===== src/rtl/reg_file_mp_if.sv =====
// reg_file_mp_if: bundles the register file's read ports, both write ports
// and the clear handshake. The master side drives addresses, write requests
// and clr_req; the slave side (the register file) returns read data and busy.
interface reg_file_mp_if #(
  parameter int XLEN  = 32,
  parameter int NREGS = 32,
  parameter int NRD   = 2
);
  localparam int AW = $clog2(NREGS);

  logic [NRD*AW-1:0]   rs_addr;
  logic [NRD*XLEN-1:0] rdata;
  logic                wen0;
  logic [AW-1:0]       waddr0;
  logic [XLEN-1:0]     wdata0;
  logic                wen1;
  logic [AW-1:0]       waddr1;
  logic [XLEN-1:0]     wdata1;
  logic                clr_req;
  logic                busy;

  modport master (
    output rs_addr, wen0, waddr0, wdata0, wen1, waddr1, wdata1, clr_req,
    input  rdata, busy
  );

  modport slave (
    input  rs_addr, wen0, waddr0, wdata0, wen1, waddr1, wdata1, clr_req,
    output rdata, busy
  );
endinterface


===== src/rtl/reg_file_mp.sv =====
// reg_file_mp: multi-port integer register file with two write ports
// (port 1 wins on collision), optional same-cycle write-to-read bypass and a
// sequential clear engine that zeroes one register per cycle after reset or
// on clr_req. Register 0 always reads as zero; out-of-range addresses are
// ignored on writes and read as zero.
module reg_file_mp #(
  parameter int XLEN   = 32,
  parameter int NREGS  = 32,
  parameter int NRD    = 2,
  parameter int BYPASS = 1
) (
  input logic           clk,
  input logic           rst,
  reg_file_mp_if.slave  bus
);
  localparam int AW = $clog2(NREGS);

  localparam logic [0:0] S_IDLE  = 1'b0;
  localparam logic [0:0] S_CLEAR = 1'b1;

  localparam logic [AW-1:0] LAST_IDX  = AW'(NREGS - 1);
  localparam logic [AW:0]   NREGS_EXT = (AW + 1)'(NREGS);

  logic [0:0]      state;
  logic [AW-1:0]   clr_cnt;
  logic [XLEN-1:0] regs [NREGS];
  logic            wr0_ok;
  logic            wr1_ok;

  // The extra leading zero keeps the compare meaningful when NREGS is a power of two.
  function automatic logic in_range(input logic [AW-1:0] a);
    return {1'b0, a} < NREGS_EXT;
  endfunction

  // Qualify each write port; port 0 yields to port 1 when both hit the same register.
  always_comb begin
    wr1_ok = bus.wen1 && (bus.waddr1 != '0) && in_range(bus.waddr1);
    wr0_ok = bus.wen0 && (bus.waddr0 != '0) && in_range(bus.waddr0)
             && !(wr1_ok && (bus.waddr1 == bus.waddr0));
  end

  // Clear sequencer: walk clr_cnt over every register, restarting on reset.
  always_ff @(posedge clk) begin
    if (rst) begin
      state   <= S_CLEAR;
      clr_cnt <= '0;
    end else if (state == S_CLEAR) begin
      if (clr_cnt == LAST_IDX) begin
        state   <= S_IDLE;
        clr_cnt <= '0;
      end else begin
        clr_cnt <= clr_cnt + AW'(1);
      end
    end else if (bus.clr_req) begin
      state   <= S_CLEAR;
      clr_cnt <= '0;
    end
  end

  // Array update: zero one entry per cycle while clearing, otherwise accept writes.
  always_ff @(posedge clk) begin
    if (!rst) begin
      if (state == S_CLEAR) begin
        regs[clr_cnt] <= '0;
      end else begin
        if (wr0_ok) regs[bus.waddr0] <= bus.wdata0;
        if (wr1_ok) regs[bus.waddr1] <= bus.wdata1;
      end
    end
  end

  assign bus.busy = (state == S_CLEAR);

  for (genvar g = 0; g < NRD; g++) begin : g_rd
    logic [AW-1:0]   a;
    logic [XLEN-1:0] v;

    assign a = bus.rs_addr[g*AW +: AW];

    // Combinational read with zero masking and optional forwarding of this cycle's writes.
    always_comb begin
      v = '0;
      if ((state == S_CLEAR) || (a == '0) || !in_range(a)) begin
        v = '0;
      end else if ((BYPASS != 0) && bus.wen1 && (bus.waddr1 == a)) begin
        v = bus.wdata1;
      end else if ((BYPASS != 0) && bus.wen0 && (bus.waddr0 == a)) begin
        v = bus.wdata0;
      end else begin
        v = regs[a];
      end
    end

    assign bus.rdata[g*XLEN +: XLEN] = v;
  end
endmodule


===== src/flat_wrapper.sv =====
// flat-port wrapper written by rule: the top's interface ports become plain ports
module reg_file_mp_flat 
#(
  parameter int XLEN   = 32,
  parameter int NREGS  = 32,
  parameter int NRD    = 2,
  parameter int BYPASS = 1
)
  (clk, rst, bus_rs_addr, bus_wen0, bus_waddr0, bus_wdata0, bus_wen1, bus_waddr1, bus_wdata1, bus_clr_req, bus_rdata, bus_busy);
  reg_file_mp_if #(.XLEN(XLEN), .NREGS(NREGS), .NRD(NRD)) bus_i ();
  input logic clk;
  input logic rst;
  input wire logic [$bits(bus_i.rs_addr)-1:0] bus_rs_addr;
  input wire logic [$bits(bus_i.wen0)-1:0] bus_wen0;
  input wire logic [$bits(bus_i.waddr0)-1:0] bus_waddr0;
  input wire logic [$bits(bus_i.wdata0)-1:0] bus_wdata0;
  input wire logic [$bits(bus_i.wen1)-1:0] bus_wen1;
  input wire logic [$bits(bus_i.waddr1)-1:0] bus_waddr1;
  input wire logic [$bits(bus_i.wdata1)-1:0] bus_wdata1;
  input wire logic [$bits(bus_i.clr_req)-1:0] bus_clr_req;
  output wire logic [$bits(bus_i.rdata)-1:0] bus_rdata;
  output wire logic [$bits(bus_i.busy)-1:0] bus_busy;
  assign bus_i.rs_addr = bus_rs_addr;
  assign bus_i.wen0 = bus_wen0;
  assign bus_i.waddr0 = bus_waddr0;
  assign bus_i.wdata0 = bus_wdata0;
  assign bus_i.wen1 = bus_wen1;
  assign bus_i.waddr1 = bus_waddr1;
  assign bus_i.wdata1 = bus_wdata1;
  assign bus_i.clr_req = bus_clr_req;
  assign bus_rdata = bus_i.rdata;
  assign bus_busy = bus_i.busy;
  reg_file_mp #(.XLEN(XLEN), .NREGS(NREGS), .NRD(NRD), .BYPASS(BYPASS)) u_core (.clk(clk), .rst(rst), .bus(bus_i));
endmodule

===== config.mk =====
export PLATFORM = sky130hd
export DESIGN_NAME = reg_file_mp_flat
export DESIGN_NICKNAME = d
export VERILOG_FILES = /design/src/rtl/reg_file_mp_if.sv /design/src/rtl/reg_file_mp.sv /design/src/flat_wrapper.sv
export SDC_FILE = /design/constraint.sdc
export NUM_CORES = 2
export LEC_CHECK = 0
export CORE_MARGIN = 2
export CORE_UTILIZATION = 52
export CTS_BUF_LIST = sky130_fd_sc_hd__clkbuf_8
export CTS_CLUSTER_SIZE = 8
export DETAILED_ROUTE_END_ITERATION = 12
export PLACE_DENSITY = 0.69
export SKIP_LAST_GASP = 1
export SLEW_MARGIN = 20
export SYNTH_ARGS = -nofsm -noshare
export SYNTH_HDL_FRONTEND = slang
export SYNTH_SLANG_ARGS = --single-unit

===== constraint.sdc =====
create_clock -name clk -period 6.35 [get_ports clk]
set_clock_uncertainty 0.05 [all_clocks]
set_input_delay 1.27 -clock clk [delete_from_list [all_inputs] [get_ports clk]]
set_output_delay 1.27 -clock clk [all_outputs]
set_load 0.005 [all_outputs]

After elaboration in Yosys (flattened, before gate mapping):

Memory sizes are Yosys's and may differ from the RTL's.
Index checks and enable logic that the tools add are counted.

* register bits: 6
* bits in writable memories: 1024
* input port bits: 89
* output and inout bits: 65
* logic and storage cells: 53
* memories kept: 1

* $add $sub $neg: 1
* equality and inequality tests: 6
* muxes and demuxes: 26
* reduce and logical (&&, ||, !) cells: 17

Memories
* u_core.regs: depth 32, bits a word 32, read ports 2, clocked after memory_dff 0, write ports 2, line reg_file_mp.sv:26 `logic [XLEN-1:0] regs [NREGS];`

Operators by type and width (count)
* $mux W32: 7
* $reduce_or A32 Y1: 1
* $eq A5 B5 Y1: 5
* $mux W5: 4
* $mux W1: 15
* $logic_not A5 Y1: 2
* $reduce_bool A5 Y1: 2
* $logic_and A1 B1 Y1: 8
* $add A5 B1 Y5 const B: 1
* $eq A5 B5 Y1 const B: 1
* $logic_or A1 B1 Y1: 2
* $reduce_bool A2 Y1: 1
* $logic_not A1 Y1: 1

Logic depth before layout (Yosys ltp):

* word-level depth: 11
* gate-level depth with buffers: 10

Worst setup path before layout:

Ideal clock, no wire load.

* path type: input to register
* from: input port bus_waddr0[1]
* to: memory u_core.regs[0][0], enable pin
* arrival: 4.382 ns
* required time: 5.868 ns
* slack: 1.486 ns
* stages: 8
* path buffers: 2
* path through: buf_2 -> xor2_1 -> nor3_1 -> a41o_1 -> nor2_4 -> buf_4 -> or4_1 -> a21oi_1

RTL lines
* from (decl): line flat_wrapper.sv:15 `input wire logic [$bits(bus_i.waddr0)-1:0] bus_waddr0;`
* to (decl): line reg_file_mp.sv:26

Worst setup path in the final report:

* from: input port bus_waddr1[3]
* to: output port bus_rdata[1]

* word-level cells in the longest chain between the ends: 4

Ends and longest elaborated chain
* from (decl): line flat_wrapper.sv:18 `input wire logic [$bits(bus_i.waddr1)-1:0] bus_waddr1;`
* $eq A5 B5 Y1: line reg_file_mp.sv:85 `end else if ((BYPASS != 0) && bus.wen1 && (bus.waddr1 == a)) begin`
* $logic_and A1 B1 Y1: line reg_file_mp.sv:85
* $mux W32: line reg_file_mp.sv:85
* $mux W32: line reg_file_mp.sv:83 `if ((state == S_CLEAR) || (a == '0) || !in_range(a)) begin`
* to (decl): line flat_wrapper.sv:21 `output wire logic [$bits(bus_i.rdata)-1:0] bus_rdata;`

Every way passes these cells.

==> qor.yml <==
cts.sinks: 1030
drt_iter0_drc: 8248
cts_buffer_depth: 3
reg2regPathDepth: 7
drive_gt1_share_pct: 20.7
multiInputGateArea_um2: 26700
wl_met1_mm: 72.3
nNetsFinal: 5004
peakVddDrop_v: 0.000174
gp_congestion: 0.941
worst-path-buf-inv: 3
path_class: "in2out"
antenna_found_initial: 8
die_w_um: 344
finalCritPeriodShare_pct: 98.6
fillCellCount: 8888
met3_length_mm: 34.2
highest_layer: "met5"
h-tree-depth: 4
dieHeight_um: 344
final_core_util_pct: 58.2
crit_path_frequent_cell: "clkdlybuf4s50_1"
rows: 124
wl_met2_mm: 96.1
timing.setup.tns_ns: 0
syn_area_per_cell_um2: 11.9
crit_cells: 9
hp-class: "reg2reg"
rsz0062_at_grt: "no"
holdCritStartpoint: "u_core.clr_cnt[0]$_SDFFE_PP0P_"
syn_area_um2: 60000
wl_mm: 219
routedWlPerCell_um: 33.4
end_kind: "primary output"
grt.overflow.total: 0
slew_headroom_pct: 23.0
synthTopCellsByArea: "edfxtp_1, mux4_2, o21ai_0"
worst_slew_pin_slew_ns: 1.16
synth_nets: 5130
hpwl_mm: 127
cts_hold_buf: 0
postCtsSetupBuffers: 0
ys.flop_type: "edfxtp_1"
dieArea_um2: 118000
cts-root-buf: "clkbuf_8"
maxCapViolations: 0
synth_edf_count: 1024
grt_first_pass_wirelength_mm: 309
drc: 0
yosys.cell_types.count: 58
syn_inst: 5039
seqCellArea_um2: 30900
clock.fmax_ghz: 0.160
track_usage_pct: 37.0
max_stage_delay_ns: 0.74
ys_top_cells_by_count: "nand2_1, edfxtp_1, o21ai_0"
initial_core_util_pct: 52.5
required_ns: 5.03
ys_warn_count: 0
critPathSlowestCell: "nor4_1"
path_max_fanout: 20
status: "completed"
slew_violations: 0
cts_tree: "done"
ioPinCount: 154
cp-start-kind: "input pin"
design.core.area_um2: 114000
cts_resized: 0
async_reset_ff_share_pct: 0
crit_family: "buffers and inverters"
power.total_mw: 14.2
vias: 46300
place_ws_ns: 0.265
power_leakage_nw: 21.0
hold_violations: 0
cts.reportedPaths.clkPinSlew_ns: 0.06
crit_chain: "clkdlybuf4s50_1, xor2_1, nor4_1, and3_2, o21bai_1, nor3_2, buf_4, a221o_1, clkdlybuf4s50_1"
synth-seq-cells: 1030
r2r-start: "u_core.bus.busy$_SDFF_PP1_"
power.density_nw_per_um2: 213
clk-insertion-delay-late_ns: 0.90
first_global_vias: 44300
worstPathArrival_ns: 4.94
ant_nets: 0
startpoint: "bus_waddr1[3]"
drtPass1Iterations: 8
syn_to_final_growth_pct: 10.9
synth_top_area_cell: "edfxtp_1"
setup_viol: 0
yosys.area.top_type_share_pct: 51.3
min_period_ns: 6.26
seq_area_frac_synth_pct: 51.5
portBuffers: 153
synth.most_common_cell: "nand2_1"
drt-vias-per-instance: 7.06
fin_ws_ns: 0.0861
grt_max_degree: 77
worstHoldPathCells: 2
numCtsBuffers: 172
[tightest hold or removal path, delay by kind of cell (launching register included)]
family | cells | cell delay [ns]
flip-flops | 1 | 0.39
AND/OR/NAND/NOR | 1 | 0.10
AO/OA/AOI/OAI | 1 | 0.06
[flip-flops by register name (all words and copies together), names as in the netlist]
name / count
u_core.bus.busy: 1
u_core.regs: 1024
u_core.clr_cnt: 5
[placed cells by master, fill, tap and decap left out, types with 5 or more instances in the layout]
cell and count:
nand2_1 1068, edfxtp_1 1024, o21ai_0 1000, mux4_2 543, clkbuf_8 177, buf_4 159
clkdlybuf4s50_1 144, a22oi_1 126, inv_1 123, mux2i_1 96, o21ai_1 58, buf_12 50
nor2_1 46, clkinv_1 44, a21oi_1 39, nor2b_1 36, a211oi_1 32, o211ai_1 31
a221o_1 31, o21bai_4 22, xor2_1 15, and3_2 13, nor2_4 11, clkinv_2 11
nor3_2 10, nand2b_1 10, xnor2_1 9, o22ai_4 9, diode_2 6, nor3_1 6
a32oi_1 6, o32a_1 6, clkinvlp_4 6, dfxtp_1 6, nor4_1 5, nor3b_1 5
[power by group]
| part | switching [mW] | leakage [nW] | internal [mW] |
|---|---|---|---|
| combinational | 0.730 | 10.1 | 0.492 |
| clock | 2.82 | 1.75 | 2.70 |
| sequential | 0.0204 | 9.15 | 7.41 |
| total | 3.57 | 21.0 | 10.6 |
[metrics by stage]
stage,hold slack [ns],instances,instance area [um2]
4_1_cts,0.548,6552,66500
5_1_grt,0.619,6554,66500
6_report,0.554,6558,66500
3_5_place_dp,0.522,6251,63400
2_1_floorplan,0.472,5039,60000
3_3_place_gp,0.522,6251,63400
[path summary, 6_finish.rpt]
kind,endpoint,slack (ns)
worst min register to register,u_core.clr_cnt[3]$_SDFFE_PP0P_,0.55
worst max-delay path,bus_rdata[1],0.09
worst max register to register,u_core.regs[4][30]$_DFFE_PP_,2.50
worst min-delay path,u_core.clr_cnt[3]$_SDFFE_PP0P_,0.55
[logic make-up after synthesis]
family	Yosys count	share of synthesized area, %
compound gates	1375	12.8
xor+xnor	24	0.350
fa+ha+maj	2	0.0417
buf+inv	729	5.02
flops	1030	51.5
mux	641	22.0
simple gates	1238	8.30
[metal layers]
metal,vias up,GRT usage [%]
met3,845,11.3
met2,4091,55.0
met4,12,22.9
li1,18900,-
met1,22500,47.9
met5,-,0.401
[final cells by class]
type | instances | area share, %
flip-flops and latches | 1030 | 46.4
diodes | 6 | 0.0226
repair buffers | 361 | 5.62
multi-input cells | 3280 | 40.1
clock buffers | 177 | 3.66
clock inverters | 124 | 0.937
well taps | 1512 | 2.84
inverters | 68 | 0.384
Power figures use the tool's default switching activity.
